File: src/rtl/stacker_pkg.sv
// -----------------------------------------------------------------------------
// stacker_pkg
// Shared definitions for the 8x8 block-stacking game engine.
//   - state_e     : state codes shown on the seven-segment display
//   - ROWS/COLS   : display array geometry
//   - ROW_W       : width of one row pattern
//   - count_ones  : population count of a row pattern
// -----------------------------------------------------------------------------
package stacker_pkg;

    localparam int ROWS  = 8;
    localparam int COLS  = 8;
    localparam int ROW_W = 8;

    // Codes are displayed directly on the SSD, so the values are fixed.
    typedef enum logic [2:0] {
        ST_INIT  = 3'd0,
        ST_LOAD  = 3'd1,
        ST_MOVE  = 3'd2,
        ST_CHECK = 3'd3,
        ST_WIN   = 3'd4,
        ST_LOSE  = 3'd5
    } state_e;

    // Number of lit columns in a row pattern (0..8).
    function automatic logic [3:0] count_ones(input logic [ROW_W-1:0] vec);
        logic [3:0] cnt;
        cnt = 4'd0;
        for (int i = 0; i < ROW_W; i++) begin
            cnt = cnt + {3'b000, vec[i]};
        end
        return cnt;
    endfunction

endpackage

File: src/rtl/stacker_row_mask.sv
// -----------------------------------------------------------------------------
// stacker_row_mask
// Combinational row helper shared by the load, move and lock steps.
// Ports:
//   pos           in  3  left-edge column of the block
//   width         in  4  block width in columns
//   prev          in  8  locked pattern of the row below
//   pattern       out 8  block pattern; bit (7-c) lit iff pos <= c <= pos+width-1
//   overlap       out 8  pattern & prev (what survives a lock)
//   overlap_width out 4  number of lit columns in overlap
// -----------------------------------------------------------------------------
module stacker_row_mask
    import stacker_pkg::*;
(
    input  logic [2:0] pos,
    input  logic [3:0] width,
    input  logic [7:0] prev,
    output logic [7:0] pattern,
    output logic [7:0] overlap,
    output logic [3:0] overlap_width
);

    // One past the right-most lit column; up to 7+8=15, so 4 bits suffice.
    logic [3:0] right_s;

    assign right_s = {1'b0, pos} + width;

    // Light every column inside the half-open range [pos, pos+width).
    always_comb begin
        pattern = 8'h00;
        for (int c = 0; c < COLS; c++) begin
            if ((4'(c) >= {1'b0, pos}) && (4'(c) < right_s)) begin
                pattern[7-c] = 1'b1;
            end else begin
                pattern[7-c] = 1'b0;
            end
        end
    end

    assign overlap       = pattern & prev;
    assign overlap_width = count_ones(overlap);

endmodule

File: src/rtl/stacker_game_fsm.sv
// -----------------------------------------------------------------------------
// stacker_game_fsm
// Game engine for the 8x8 block-stacking display. A block slides left/right
// on the current row; a button press locks it, trims it to its overlap with
// the row below and climbs one row. Every change of the visible row is sent
// to the display array as a one-cycle write.
// Parameters:
//   INIT_WIDTH  block width on row 0 (1..7)
// Ports:
//   clk          in  1  system clock
//   reset        in  1  synchronous, active-high
//   btn          in  1  single-cycle debounced button pulse
//   update_clk   in  1  single-cycle move tick
//   val          out 8  row pattern; bit (7-col) lit means column col filled
//   row_index    out 3  row being written; 0 = bottom
//   write_strobe out 1  one-cycle write enable for val/row_index
//   clr_array    out 1  one-cycle clear of the display array
//   state        out 3  state code of the step that produced this cycle's outputs
// -----------------------------------------------------------------------------
module stacker_game_fsm
    import stacker_pkg::*;
#(
    parameter int INIT_WIDTH = 3
)
(
    input  logic       clk,
    input  logic       reset,
    input  logic       btn,
    input  logic       update_clk,
    output logic [7:0] val,
    output logic [2:0] row_index,
    output logic       write_strobe,
    output logic       clr_array,
    output logic [2:0] state
);

    state_e     st_r;
    logic [2:0] row_r;
    logic [2:0] pos_r;
    logic [3:0] width_r;
    logic       dir_r;      // 0 = moving right (increasing column)
    logic [7:0] prev_r;

    logic [2:0] next_pos_s;
    logic       next_dir_s;
    logic       move_tick_s;
    logic [2:0] mask_pos_s;
    logic [7:0] pattern_s;
    logic [7:0] overlap_s;
    logic [3:0] overlap_width_s;

    // A button in the same cycle as a tick takes priority, so the tick is lost.
    assign move_tick_s = (st_r == ST_MOVE) && update_clk && !btn;

    // Next position/direction for one tick; the block reverses and steps in the
    // same tick, so it never dwells on an edge.
    always_comb begin
        next_pos_s = pos_r;
        next_dir_s = dir_r;
        if (!dir_r) begin
            if (({1'b0, pos_r} + width_r) == 4'd8) begin
                next_dir_s = 1'b1;
                next_pos_s = pos_r - 3'd1;
            end else begin
                next_pos_s = pos_r + 3'd1;
            end
        end else begin
            if (pos_r == 3'd0) begin
                next_dir_s = 1'b0;
                next_pos_s = 3'd1;
            end else begin
                next_pos_s = pos_r - 3'd1;
            end
        end
    end

    // On a tick the mask is evaluated at the new position so the write issued
    // by that tick already shows where the block moved to.
    assign mask_pos_s = move_tick_s ? next_pos_s : pos_r;

    stacker_row_mask u_row_mask (
        .pos           (mask_pos_s),
        .width         (width_r),
        .prev          (prev_r),
        .pattern       (pattern_s),
        .overlap       (overlap_s),
        .overlap_width (overlap_width_s)
    );

    // Game state machine with registered display outputs.
    always_ff @(posedge clk) begin
        if (reset) begin
            st_r         <= ST_INIT;
            row_r        <= 3'd0;
            pos_r        <= 3'd0;
            width_r      <= 4'(INIT_WIDTH);
            dir_r        <= 1'b0;
            prev_r       <= 8'hFF;
            val          <= 8'h00;
            row_index    <= 3'd0;
            write_strobe <= 1'b0;
            clr_array    <= 1'b0;
            state        <= ST_INIT;
        end else begin
            write_strobe <= 1'b0;
            clr_array    <= 1'b0;
            state        <= st_r;
            case (st_r)
                ST_INIT: begin
                    clr_array <= 1'b1;
                    row_r     <= 3'd0;
                    pos_r     <= 3'd0;
                    width_r   <= 4'(INIT_WIDTH);
                    dir_r     <= 1'b0;
                    prev_r    <= 8'hFF;
                    st_r      <= ST_LOAD;
                end
                ST_LOAD: begin
                    write_strobe <= 1'b1;
                    val          <= pattern_s;
                    row_index    <= row_r;
                    st_r         <= ST_MOVE;
                end
                ST_MOVE: begin
                    if (btn) begin
                        st_r <= ST_CHECK;
                    end else if (update_clk) begin
                        pos_r        <= next_pos_s;
                        dir_r        <= next_dir_s;
                        write_strobe <= 1'b1;
                        val          <= pattern_s;
                        row_index    <= row_r;
                    end else begin
                        st_r <= ST_MOVE;
                    end
                end
                ST_CHECK: begin
                    if (overlap_s == 8'h00) begin
                        st_r <= ST_LOSE;
                    end else begin
                        // Overlap of two contiguous runs is contiguous, so
                        // its popcount is the new block width.
                        write_strobe <= 1'b1;
                        val          <= overlap_s;
                        row_index    <= row_r;
                        prev_r       <= overlap_s;
                        width_r      <= overlap_width_s;
                        if (row_r == 3'(ROWS - 1)) begin
                            st_r <= ST_WIN;
                        end else begin
                            row_r <= row_r + 3'd1;
                            pos_r <= 3'd0;
                            dir_r <= 1'b0;
                            st_r  <= ST_LOAD;
                        end
                    end
                end
                ST_WIN, ST_LOSE: begin
                    if (btn) begin
                        st_r <= ST_INIT;
                    end else begin
                        st_r <= st_r;
                    end
                end
                default: begin
                    st_r <= ST_INIT;
                end
            endcase
        end
    end

endmodule

File: config.mk
export PLATFORM = sky130hd
export DESIGN_NAME = stacker_game_fsm
export DESIGN_NICKNAME = d
export VERILOG_FILES = /design/src/rtl/stacker_pkg.sv /design/src/rtl/stacker_row_mask.sv /design/src/rtl/stacker_game_fsm.sv
export SDC_FILE = /design/constraint.sdc
export NUM_CORES = 1
export LEC_CHECK = 0
export CAP_MARGIN = 10
export CORE_MARGIN = 5
export CORE_UTILIZATION = 30
export CTS_CLUSTER_SIZE = 14
export DETAILED_ROUTE_END_ITERATION = 16
export PLACE_DENSITY_LB_ADDON = 0.2
export SYNTH_ARGS = -nofsm -noshare
export SYNTH_HDL_FRONTEND = slang
export SYNTH_SLANG_ARGS = --single-unit
File: constraint.sdc
create_clock -name clk -period 5.64 [get_ports clk]
set_clock_uncertainty 0.2 [all_clocks]
set_input_delay 0.564 -clock clk [delete_from_list [all_inputs] [get_ports clk]]
set_output_delay 0.564 -clock clk [all_outputs]
set_load 0.02 [all_outputs]
==> results.py <==
metrics = {
    "grt": {
        "track_usage_pct": 13.1,
        "grt_max_degree": 44,
        "grt_first_pass_wirelength_um": 11100,
        "antenna_found_initial": 0,
        "gr-total-overflow": 0,
        "grt_pass1_vias": 2319,
    },
    "cells_and_area": {
        "mostFrequentLayoutCell": "buf_4",
        "antenna_cells": 0,
        "final_cell_area_um2": 3420,
        "nets": 397,
        "area_delta_synth_final_pct": 32.4,
        "fin_util_pct": 41.2,
        "layout_common_cells": "buf_4 (53), dfxtp_1 (36), nor2_1 (25)",
        "drive_gt1_share_pct": 26.1,
        "nFillCells": 860,
    },
    "clock_network": {
        "ctsHoldBuffers": 0,
        "cts_sinks": 38,
        "htreeDepth": 2,
        "clockBufferDepth": 2,
        "tritoncts": "built",
        "cts.clk_slew.worst_paths_ps": 90,
        "cts-root-buf": "clkbuf_8",
        "clk_latency_ps": 300,
        "tritoncts.num_buffers": 5,
    },
    "detailed_routing": {
        "vias": 2370,
        "dr.pass1.iters": 4,
        "route.detailed.drc": 0,
        "dr.first_iter.drc_count": 63,
        "post_drt_wl_per_cell_um": 14.2,
        "via_per_inst": 4.97,
        "wirelength_um": 6780,
        "antenna_left": 0,
    },
    "worst_setup_path": {
        "crit_fanout": 3,
        "cp_data_arrival_time_ps": 5930,
        "startpoint_type": "flip-flop",
        "critPathMaxStageDelay_ps": 510,
        "worstPathRequired_ps": 5680,
        "crit_type": "flip-flop to flip-flop",
        "slowest_stage": "fa_2",
        "end_kind": "flip-flop",
        "crit_path_cell_trace": "ha_4 -> inv_2 -> fa_2 -> nand2b_1 -> or2_1 -> or3_4 -> mux2i_4 -> a31o_4 -> fa_2 -> xor2_2 -> nand3_1 -> a22o_1 -> inv_2 -> nand2_2 -> ha_4 -> inv_2 -> fa_1 -> fa_1 -> inv_1 -> fa_2 -> inv_2 -> fa_2 -> nor3b_1 -> a21oi_1",
    },
    "power": {
        "sw_frac_of_total_pct": 38.8,
        "leakage_nw": 1.41,
        "ir_drop_v": 0.000161,
        "p_per_area_nw_per_um2": 316,
        "p_int_uw": 662,
        "clkPwrFrac_pct": 18.9,
        "finalPower_mw": 1.08,
        "pwr-share-seq_pct": 28.7,
        "p_comb_share_pct": 52.4,
        "p_sw_uw": 420,
    },
    "synth": {
        "syn_nets": 336,
        "syn_area_per_cell_um2": 8.33,
        "synth_cells": 310,
        "ys_ff_latch": 38,
        "synth_edf_count": 0,
        "ys.warnings.count": 0,
        "ys_seq_area_share_pct": 29.4,
        "synth_ff_type": "dfxtp_1",
        "ys_types": 59,
        "syn_area_um2": 2580,
        "synthArstFlopShare_pct": 0,
    },
    "placement": {
        "port_buffers": 19,
        "place_area_um2": 3200,
        "place.gp.congestion": 0.856,
        "place_ws_ps": -286,
        "post-dp-hpwl_um": 4970,
    },
    "sta": {
        "setup_viol": 2,
        "worst_slew_pin_slew_ps": 603,
        "worst_slack_ps": -248,
        "slew_viol_final": 0,
        "min_period_ps": 5890,
        "period_share_pct": 104,
        "fin_hold_ws_ps": 279,
        "grt_setup_unrepaired": "yes",
        "relSlewSlack_pct": 59.5,
        "hold_viol_final": 0,
        "clock.fmax_mhz": 170,
    },
    "die": {
        "rows": 33,
        "dieWidth_um": 103,
        "fp.dieH_um": 103,
        "die_area_um2": 10600,
        "ios": 20,
        "start_util_pct": 31.1,
        "core_region_area_um2": 8300,
    },
    "status": {
        "outcome": "finished with violations",
        "violations": "negative setup slack",
    },
    "min_path": {
        "hp-class": "flip-flop to flip-flop",
    },
    "job": {
        "drv_cap": 0,
    },
}
worst paths after layout:
check / from / to / slack [ps] / cells after the start
hold / removal: val[6] / val[6] / 280 / 2
setup reg to reg: width_r[0] / width_r[1] / -250 / 24
hold reg to reg: val[6] / val[6] / 280 / 2
setup / recovery: width_r[0] / width_r[1] / -250 / 24
metrics by stage:
stage          cells  setup TNS [ps]
6_report         477            -313
4_1_cts          472            -396
2_1_floorplan    310            -300
5_1_grt          477           -1070
3_3_place_gp     461            -332
3_5_place_dp     461            -482
power groups by stage:
| stage | combinational, mW | sequential [mW] | clock, mW |
|---|---|---|---|
| 6_report | 0.567 | 0.311 | 0.204 |
| 2_1_floorplan | 0.320 | 0.336 | 0 |
| 3_5_place_dp | 0.504 | 0.317 | 0 |
| 5_1_grt | 0.632 | 0.314 | 0.222 |
| 3_3_place_gp | 0.503 | 0.316 | 0 |
| 4_1_cts | 0.513 | 0.311 | 0.212 |
final cells by class:
class	count	area (um^2)	area share [%]
tap	105	131	3.84
multi-input combinational	231	1760	51.4
timing repair buffer	72	588	17.2
inverter	23	86.3	2.52
sequential	38	763	22.3
clock inverter	2	12.5	0.366
clock buffer	6	82.6	2.41
sequential cells by signal (all words and copies together) (netlist names):
signal,flops
clr_array,1
dir_r,1
pos_r,3
prev_r,8
row_index,3
row_r,3
st_r,3
state,3
val,8
width_r,4
write_strobe,1
cell usage after synthesis, drive strengths merged (2+ instances only):
library cell,instances,area (um^2)
or3,3,23.8
or3b,3,28.8
a21oi,24,120
o22a,6,52.6
nand2b,13,81.3
or4,4,30.0
a211oi,3,27.5
mux2i,5,50.1
nor2b,7,43.8
nor4,4,37.5
xnor2,6,52.6
ha,16,200
or2,3,18.8
o31ai,2,28.8
o21ai,22,110
nand3b,2,15.0
and3b,2,17.5
o21a,5,37.5
and2,3,18.8
dfxtp,38,761
nor3,11,60.1
o22ai,2,12.5
a21o,2,15.0
nand2,17,63.8
xor2,2,17.5
clkbuf,10,37.5
inv,23,86.3
nor2,26,100
buf,8,42.5
fa,6,120
o41ai,4,50.1
nand3,12,60.1
layer usage:
| metal | vias up | wire length [um] | track usage (%) |
|---|---|---|---|
| li1 | 1211 | - | - |
| met1 | 1129 | 3320 | 17.6 |
| met2 | 23 | 3200 | 21.5 |
| met3 | 7 | 149 | 2.17 |
| met4 | 0 | 114 | 3.69 |
| met5 | - | 0 | 0 |
critical path, delay by kind of cell (launching register included):
family / cells / cell delay, ps
adder cells (fa/ha/maj): 8 / 3000
AND/OR/NAND/NOR: 6 / 1030
AO/OA/AOI/OAI: 3 / 590
flip-flops: 1 / 360
buffers and inverters: 5 / 250
multiplexers: 1 / 200
XOR/XNOR: 1 / 190
cells by family (layout without fill, tap and decap cells):
family / Yosys count / count (layout) / share of synthesized area (%)
flops: 38 / 38 / 29.4
fa+ha+maj: 22 / 22 / 12.4
simple gates: 113 / 113 / 24.3
xor+xnor: 8 / 8 / 2.71
buf+inv: 41 / 103 / 6.44
compound gates: 83 / 83 / 22.8
mux: 5 / 5 / 1.94
timing repair:
item,4_1_cts,5_1_grt
buffers inserted,3,5
endpoints found under the hold margin,0,0
setup endpoints to repair,3,4
pin swaps,7,8
gates resized for setup,1,14
No activity file was read; power rests on OpenSTA's default activity.
